`src/rtl/btn_event_scheduler_pkg.sv`:
```
// Shared definitions for the button event scheduler: event type encoding
// and width helpers for ids, queue records and counters.
package btn_event_scheduler_pkg;

  typedef enum logic {
    EVT_PRESS  = 1'b0,
    EVT_REPEAT = 1'b1
  } evt_type_e;

  // Button index width; a single button still needs one id bit.
  function automatic int id_width(input int n_btn);
    return (n_btn > 1) ? $clog2(n_btn) : 1;
  endfunction

  // Queue record is {id, type}.
  function automatic int rec_width(input int n_btn);
    return id_width(n_btn) + 1;
  endfunction

  function automatic int cnt_width(input int max_val);
    return $clog2(max_val + 1);
  endfunction

endpackage

```
`src/rtl/btn_event_scheduler_channel.sv`:
```
// One button lane: debounce, press edge detect, hold/auto-repeat timer and
// a single pending event slot that merges events arriving while occupied.
module btn_event_scheduler_channel
  import btn_event_scheduler_pkg::*;
#(
  parameter int DEBOUNCE_CYCLES = 10000,
  parameter int REPEAT_DELAY    = 50000000,
  parameter int REPEAT_RATE     = 10000000
) (
  input  logic clk,
  input  logic rst,
  input  logic btn_raw_i,
  input  logic repeat_en_i,
  input  logic grant_i,
  output logic clean_o,
  output logic req_o,
  output logic type_o,
  output logic drop_o
);

  localparam int DB_W     = cnt_width(DEBOUNCE_CYCLES);
  localparam int HOLD_MAX = (REPEAT_DELAY > REPEAT_RATE) ? REPEAT_DELAY : REPEAT_RATE;
  localparam int HOLD_W   = cnt_width(HOLD_MAX);
  localparam logic [DB_W-1:0]   DB_LAST    = DB_W'(DEBOUNCE_CYCLES - 1);
  localparam logic [HOLD_W-1:0] DELAY_LAST = HOLD_W'(REPEAT_DELAY - 1);
  localparam logic [HOLD_W-1:0] RATE_LAST  = HOLD_W'(REPEAT_RATE - 1);

  logic [DB_W-1:0]   db_cnt_q, db_cnt_d;
  logic              clean_q, clean_d;
  logic              clean_prev_q;
  logic [HOLD_W-1:0] hold_q, hold_d;
  logic              first_q, first_d;
  logic              pend_q, pend_d;
  evt_type_e         type_q, type_d;
  evt_type_e         new_type;
  logic [HOLD_W-1:0] hold_last;
  logic              press_evt, rpt_evt, new_evt, drop;

  always_comb begin
    db_cnt_d = db_cnt_q;
    clean_d  = clean_q;
    if (!btn_raw_i) begin
      db_cnt_d = '0;
      clean_d  = 1'b0;
    end else if (!clean_q) begin
      db_cnt_d = db_cnt_q + 1'b1;
      if (db_cnt_q == DB_LAST) clean_d = 1'b1;
    end
  end

  // first_q selects the initial hold delay; afterwards the timer reloads at the repeat rate.
  always_comb begin
    press_evt = clean_q & ~clean_prev_q;
    hold_last = first_q ? DELAY_LAST : RATE_LAST;
    rpt_evt   = 1'b0;
    hold_d    = hold_q;
    first_d   = first_q;
    if (!clean_q || !repeat_en_i) begin
      hold_d  = '0;
      first_d = 1'b1;
    end else if (hold_q == hold_last) begin
      rpt_evt = 1'b1;
      hold_d  = '0;
      first_d = 1'b0;
    end else begin
      hold_d = hold_q + 1'b1;
    end
  end

  always_comb begin
    new_evt = press_evt | rpt_evt;
    if (press_evt) new_type = EVT_PRESS;
    else           new_type = EVT_REPEAT;
    pend_d = pend_q;
    type_d = type_q;
    drop   = 1'b0;
    if (grant_i) begin
      pend_d = new_evt;
      if (new_evt) type_d = new_type;
    end else if (new_evt) begin
      if (pend_q) begin
        drop = 1'b1;
        if (new_type == EVT_PRESS) type_d = EVT_PRESS;
      end else begin
        pend_d = 1'b1;
        type_d = new_type;
      end
    end
  end

  always_ff @(posedge clk) begin
    if (rst) begin
      db_cnt_q     <= '0;
      clean_q      <= 1'b0;
      clean_prev_q <= 1'b0;
      hold_q       <= '0;
      first_q      <= 1'b1;
      pend_q       <= 1'b0;
      type_q       <= EVT_PRESS;
    end else begin
      db_cnt_q     <= db_cnt_d;
      clean_q      <= clean_d;
      clean_prev_q <= clean_q;
      hold_q       <= hold_d;
      first_q      <= first_d;
      pend_q       <= pend_d;
      type_q       <= type_d;
    end
  end

  assign clean_o = clean_q;
  assign req_o   = pend_q;
  assign type_o  = type_q;
  assign drop_o  = drop;

endmodule

```
`src/rtl/btn_event_scheduler.sv`:
```
// Button front end: per-button channels feed a fixed-priority arbiter that
// pushes {id, type} records into a small first-word-fall-through queue.
module btn_event_scheduler
  import btn_event_scheduler_pkg::*;
#(
  parameter int N_BTN           = 5,
  parameter int DEBOUNCE_CYCLES = 10000,
  parameter int REPEAT_DELAY    = 50000000,
  parameter int REPEAT_RATE     = 10000000,
  parameter int FIFO_DEPTH      = 4
) (
  input  logic                         clk,
  input  logic                         rst,
  input  logic [N_BTN-1:0]             btn_raw,
  input  logic [N_BTN-1:0]             repeat_en,
  output logic [N_BTN-1:0]             clean_btn,
  output logic                         evt_valid,
  input  logic                         evt_ready,
  output logic [id_width(N_BTN)-1:0]   evt_id,
  output logic                         evt_repeat,
  output logic                         evt_dropped
);

  localparam int ID_W  = id_width(N_BTN);
  localparam int REC_W = rec_width(N_BTN);
  localparam int PTR_W = (FIFO_DEPTH > 1) ? $clog2(FIFO_DEPTH) : 1;
  localparam int CNT_W = cnt_width(FIFO_DEPTH);

  logic [N_BTN-1:0] req, req_type, drop, grant;
  logic [ID_W-1:0]  grant_id;
  logic             grant_type;
  logic             push, pop, full;

  logic [REC_W-1:0] mem_q [FIFO_DEPTH];
  logic [REC_W-1:0] head;
  logic [PTR_W-1:0] wr_ptr_q, wr_ptr_d, rd_ptr_q, rd_ptr_d;
  logic [CNT_W-1:0] count_q, count_d;
  logic             dropped_q;

  genvar gi;
  generate
    for (gi = 0; gi < N_BTN; gi++) begin : g_chan
      btn_event_scheduler_channel #(
        .DEBOUNCE_CYCLES (DEBOUNCE_CYCLES),
        .REPEAT_DELAY    (REPEAT_DELAY),
        .REPEAT_RATE     (REPEAT_RATE)
      ) u_chan (
        .clk         (clk),
        .rst         (rst),
        .btn_raw_i   (btn_raw[gi]),
        .repeat_en_i (repeat_en[gi]),
        .grant_i     (grant[gi]),
        .clean_o     (clean_btn[gi]),
        .req_o       (req[gi]),
        .type_o      (req_type[gi]),
        .drop_o      (drop[gi])
      );
    end
  endgenerate

  // Full is taken from the registered count, so a same-cycle pop never frees a slot early.
  assign full = (count_q == CNT_W'(FIFO_DEPTH));

  always_comb begin
    grant      = '0;
    grant_id   = '0;
    grant_type = 1'b0;
    push       = 1'b0;
    if (!full) begin
      for (int i = 0; i < N_BTN; i++) begin
        if (req[i] && !push) begin
          push       = 1'b1;
          grant[i]   = 1'b1;
          grant_id   = ID_W'(i);
          grant_type = req_type[i];
        end
      end
    end
  end

  assign evt_valid = (count_q != '0);
  assign pop       = evt_valid & evt_ready;
  assign head      = mem_q[rd_ptr_q];

  always_comb begin
    wr_ptr_d = push ? wr_ptr_q + 1'b1 : wr_ptr_q;
    rd_ptr_d = pop  ? rd_ptr_q + 1'b1 : rd_ptr_q;
    count_d  = count_q + CNT_W'(push) - CNT_W'(pop);
  end

  always_ff @(posedge clk) begin
    if (push) mem_q[wr_ptr_q] <= {grant_id, grant_type};
  end

  always_ff @(posedge clk) begin
    if (rst) begin
      wr_ptr_q  <= '0;
      rd_ptr_q  <= '0;
      count_q   <= '0;
      dropped_q <= 1'b0;
    end else begin
      wr_ptr_q  <= wr_ptr_d;
      rd_ptr_q  <= rd_ptr_d;
      count_q   <= count_d;
      dropped_q <= |drop;
    end
  end

  assign evt_id      = evt_valid ? head[REC_W-1:1] : '0;
  assign evt_repeat  = evt_valid & head[0];
  assign evt_dropped = dropped_q;

endmodule

```
`config.mk`:
```
export PLATFORM = sky130hd
export DESIGN_NAME = btn_event_scheduler
export DESIGN_NICKNAME = d
export VERILOG_FILES = /design/src/rtl/btn_event_scheduler_pkg.sv /design/src/rtl/btn_event_scheduler_channel.sv /design/src/rtl/btn_event_scheduler.sv
export SDC_FILE = /design/constraint.sdc
export NUM_CORES = 1
export LEC_CHECK = 0
export BUFFER_PORTS_ARGS = -buffer_cell sky130_fd_sc_hd__buf_4
export CORE_ASPECT_RATIO = 0.8
export CORE_UTILIZATION = 35
export CTS_CLUSTER_DIAMETER = 80
export DETAILED_ROUTE_END_ITERATION = 7
export SKIP_CTS_REPAIR_TIMING = 1
export SLEW_MARGIN = 20
export SYNTH_ARGS = -nofsm -noshare
export SYNTH_HDL_FRONTEND = slang
export SYNTH_SLANG_ARGS = --single-unit
export TNS_END_PERCENT = 5
```
`constraint.sdc`:
```
create_clock -name clk -period 2.28 [get_ports clk]
set_input_delay 0.342 -clock clk [delete_from_list [all_inputs] [get_ports clk]]
set_output_delay 0.342 -clock clk [all_outputs]
set_load 0.01 [all_outputs]
```
== Word level (Yosys, flattened, before mapping) ==
Memories as Yosys holds them, arrays and structs flattened. A register that Yosys moved wholly into a read port is not among the register bits.
Cells that the tools add are included.

* Logic and storage cells: 252
* Latch bits: 0
* Memories: 1
* Output and inout port bits: 11
* Bits in registers: 233
* Input port bits: 13
* Memory bits (read-only): 0
* RAM bits: 16

{| class="wikitable"
|+ Memories
! memory !! words !! width !! read ports !! clocked after Yosys merged registers in !! write ports !! RTL line !! text
|-
| mem_q || 4 || 4 || 1 || 1 || 1 || btn_event_scheduler.sv:34 || <nowiki>logic [REC_W-1:0] mem_q [FIFO_DEPTH];</nowiki>
|}

* Bitwise gates (word level): 22
* Order comparisons: 0
* Divide/modulo/power cells: 0
* Equality and inequality tests: 16
* Reductions and logical operators: 50
* Multipliers: 0
* Shifts and indexed selects: 0
* Multiplexer cells: 110
* $add $sub $neg: 14

{| class="wikitable"
|+ Operator list
! cell !! number
|-
| $add 26x1->26 const B || 5
|-
| $eq 26x26->1 || 5
|-
| $mux 26 || 5
|-
| $mux 1 || 97
|-
| $add 14x1->14 const B || 5
|-
| $eq 14x14->1 const B || 5
|-
| $reduce_or 2->1 || 10
|-
| $mux 3 || 5
|-
| $ne 3x3->1 const B || 5
|-
| $reduce_or 3->1 || 5
|-
| $logic_not 1->1 || 14
|-
| $not 1->1 || 10
|-
| $reduce_and 2->1 || 5
|-
| $reduce_bool 2->1 || 5
|-
| $and 1x1->1 || 7
|-
| $logic_or 1x1->1 || 5
|-
| $mux 5 || 1
|-
| $or 1x1->1 || 5
|-
| $reduce_or 5->1 || 1
|-
| $add 2x1->2 const B || 2
|-
| $logic_and 1x1->1 || 4
|-
| $mux 2 || 2
|-
| $add 3x1->3 || 1
|-
| $eq 3x3->1 const B || 1
|-
| other kinds (2) || 2
|}

== Longest topological paths before layout ==
* Depth in word-level cells: 20
* Mapped depth: 9
* Mapped depth without buffers: 9

== Modules after synthesis ==
A second synthesis with hierarchy kept.

* Cell total of the unflattened synthesis: 1319
* Area total of the unflattened synthesis: 12145.4 um2

{| class="wikitable"
|+ By module, submodules not included
! module !! times used !! cells an instance !! area an instance (um2) !! seq. area each (um2)
|-
| btn_event_scheduler_channel (g_chan[0].u_chan ...) || 4 || 244 || 2174.6 || 900.9
|-
| btn_event_scheduler_channel (g_chan[4].u_chan) || 1 || 243 || 2180.8 || 900.9
|-
| btn_event_scheduler || 1 || 100 || 1266.2 || 680.7
|}

== Worst setup path before layout ==
OpenSTA, ideal clock, no wires.

* Path kind: register to register
* Start: register count_q[2]
* End: register count_q[2]
* Data required time: 2152 ps
* Clock period less this slack: 2291 ps
* Path slack: -11 ps
* Cell stages (with the launch flop): 9
* Arrival time: 2163 ps
* Library setup time: 128 ps
* Buffers on the path: 1
* Path through: dfxtp_1 nor3b_1 clkbuf_1 nor2_1 ha_1 fa_1 xnor2_1 xnor2_1 nor2_1

* Longest elaborated chain between the ends: 4
* Elaborated cells on any way between the ends: 6
* Those cells by class: add/sub (2); eq/ne (1); mux (1); bitwise (1); reduce/logical (1)

{| class="wikitable"
|+ RTL lines
! what !! RTL line !! text
|-
| start: declaration || btn_event_scheduler.sv:37 || <nowiki>logic [CNT_W-1:0] count_q, count_d;</nowiki>
|-
| start signal: assignment || btn_event_scheduler.sv:104 || <nowiki>count_q <= count_d;</nowiki>
|-
| $eq 3x3->1 || btn_event_scheduler.sv:62 || <nowiki>assign full = (count_q == CNT_W'(FIFO_DEPTH));</nowiki>
|-
| $mux 1 || btn_event_scheduler.sv:69 || <nowiki>if (!full) begin</nowiki>
|-
| $add 3x1->3 || btn_event_scheduler.sv:88 || <nowiki>count_d = count_q + CNT_W'(push) - CNT_W'(pop);</nowiki>
|-
| $sub 3x1->3 (*) || btn_event_scheduler.sv:88 ||
|}

Mark *: on every way between the ends. The rest lies on a longest branch, timed or not.
A chain may end at the register's enable or synchronous reset.

== Worst setup path after layout ==
* Start: register count_q[0]
* End: register count_q[2]

* Elaborated cells on any way between the ends: 6
* Those cells by class: add/sub (2); eq/ne (1); mux (1); bitwise (1); reduce/logical (1)

{| class="wikitable"
|+ RTL lines
! what !! RTL line !! text
|-
| $reduce_bool 3->1 || btn_event_scheduler.sv:81 || <nowiki>assign evt_valid = (count_q != '0);</nowiki>
|-
| $and 1x1->1 || btn_event_scheduler.sv:82 || <nowiki>assign pop = evt_valid & evt_ready;</nowiki>
|-
| named net pop || btn_event_scheduler.sv:32 || <nowiki>logic push, pop, full;</nowiki>
|-
| $sub 3x1->3 || btn_event_scheduler.sv:88 ||
|}

The timed path passes the listed nets, and every way through them passes these cells.

==> flow_summary.ini <==
[status]
status = completed

[synth]
ys_warn_count = 0
synth-seq-area-share_pct = 45.7
synth_edf_count = 16
ys_seq_elements = 251
avgSynthCellArea_um2 = 8.86
yosys_most_used_dff = dfxtp_1
synthCells = 1281
synth.top_cell.area_share_pct = 41.4
syn-num-nets = 1311
yosysTopAreaCell = dfxtp_1
ys_types = 60
syn-cell-area_um2 = 11400
netlist_top_cells_area = dfxtp_1 (41%), nor2_1 (7.9%), xor2_1 (7.1%), xnor2_1 (6.4%), edfxtp_1 (4.2%)
async_reset_ff_share_pct = 0

[worst_setup_path]
worstPathRequired_ps = 2680
crit_arrival_ps = 2600
critPathKind = reg2reg
cp-end-kind = flip-flop
critPathMaxFanout = 3
startpoint_type = flip-flop

[timing]
tns_ps = 0
fmax_mhz = 456
setup_viol = 0
finalHoldViolations = 0
timing.final.crit_period_ps = 2190
worst_slack_ps = 86.7
finalMaxSlewViolations = 0
slew_headroom_pct = 55.7
grt_setup_unrepaired = true
fin_crit_sh_pct = 96.2
fin_worst_skew_ps = 13.7
worst_pin_slew_ps = 659

[floorplan]
initial_utilization_pct = 35.9
dieArea_um2 = 33200
num_rows = 58
core_area_um2 = 31600
num_io_pins = 24
die_h_um = 163
die-width_um = 203

[finish]
diodes = 0
final_net_count = 1362
drive_above_1_share_pct = 9.53
layout_commonest_cell = nor2_1
postLayoutCoreUtil_pct = 41.7
stdcell_count = 1773
final_cell_mix = nor2_1 (238), dfxtp_1 (234), xor2_1 (92)
area_growth_pct = 16.1

[global_route]
overflow = 0
grt_max_degree = 34
track_usage_pct = 14.0
grt_pass1_wl_mm = 39.5
grt_pass1_vias = 8347
antenna_found_initial = 0

[detailed_routing]
drt_wl_total_mm = 23.0
num_vias = 8736
vias_per_cell = 4.93
drt_iter0_drc = 451
dr.pass1.iters = 5
ant_nets = 0
wl_per_cell_um = 13.0
drc_errors = 0

[flow_run]
maxCapViolCount = 0

[worst_hold_path]
worstHoldPathType = in2reg

[clock_tree]
clockBufferDepth = 3
clkSinkCount = 251
cts-root-buf = clkbuf_16
numCtsBuffers = 28
h-tree-depth = 1
clk_latency_ps = 540
cts_tree = done
clk_pin_slew_ps = 60

[power_and_ir_drop]
p_per_area_nw_per_um2 = 741
p_leak_nw = 4.24
ir_worst_vdd_mv = 0.416
p_total_mw = 9.76

[placed_design]
dp_slack_ps = 12.0
post-dp-hpwl_mm = 15.9
io_buffers = 23
dp_cells = 1722
gp_congestion = 0.816
## cells in the mapped netlist (19+ instances only)
master      n
nor3_1     40
a21oi_1    23
nand4_1    52
nor4_1     32
o21ai_0    23
or3_1      19
dfxtp_1   235
inv_1      43
nand3_1    59
and3_1     23
nor2_1    238
nand2_1    86
xnor2_1    83
clkbuf_1   25
xor2_1     92
## final timing paths
kind | start | to | slack (ps) | cells past startpoint
hold / removal | repeat_en[1] | g_chan[1].u_chan.first_q | 20 | 2
hold reg to reg | g_chan[1].u_chan.hold_q[0] | g_chan[1].u_chan.hold_q[0] | 450 | 1
setup reg to reg | count_q[0] | count_q[2] | 90 | 9
setup / recovery | count_q[0] | count_q[2] | 90 | 9
## routing by layer
layer	share of wire (%)	up-vias	GRT usage, %
li1	-	4530	-
met3	3.4	38	2.33
met5	0	-	0
met1	52	4061	19.8
met4	1.9	0	3.38
met2	43	107	22.1
## cell families (layout without fill, tap and decap cells)
kind of cell	count (synthesis)	in the layout	synth area share, %
AO/OA/AOI/OAI	83	83	4.87
XOR/XNOR	175	175	13.5
adder cells (fa/ha/maj)	17	17	1.94
buffers and inverters	87	159	3.42
flip-flops	251	251	45.7
multiplexers	10	10	1.32
AND/OR/NAND/NOR	658	658	29.3
## sequential cells by signal, summed over array words and instances, names as in the netlist, 2 cells and up, named ones only
register	count
count_q	3
g_chan.u_chan.first_q	5
g_chan.u_chan.clean_prev_q	5
g_chan.u_chan.req_o	5
g_chan.u_chan.clean_o	5
g_chan.u_chan.db_cnt_q	70
wr_ptr_q	2
g_chan.u_chan.type_o	5
rd_ptr_q	2
mem_q	16
g_chan.u_chan.hold_q	130
## worst max-delay path, stage by stage (launching register included)
cell and delay, ps:
dfxtp_1 310, or3_4 370, and2_1 200, ha_1 280
inv_1 40, ha_1 180, fa_2 360, xnor2_2 140
xnor2_1 140, nor2_1 50
## stage by stage
stage               cell area (um^2)  hold WS (ps)
CTS                            13200         -4.07
finish                         13200          21.5
global route                   13200          8.83
global placement               12200           431
floorplan                      11400           414
detailed placement             12200           444
## area by class of cell
cell class,instances,area [um^2]
Timing Repair Buffer,65,538
Clock inverter,7,88.8
Inverter,43,161
Clock buffer,44,872
Sequential cell,251,5190
Tap cell,420,526
Multi-Input combinational cell,943,5810
Fill cell,3139,18500
## power breakdown
| group | switching (mW) | internal, mW | leakage (nW) |
|---|---|---|---|
| combinational | 0.289 | 0.328 | 1.73 |
| clock | 1.77 | 2.84 | 0.478 |
| sequential | 0.0555 | 4.48 | 2.03 |
No activity file was read; power rests on OpenSTA's default activity.
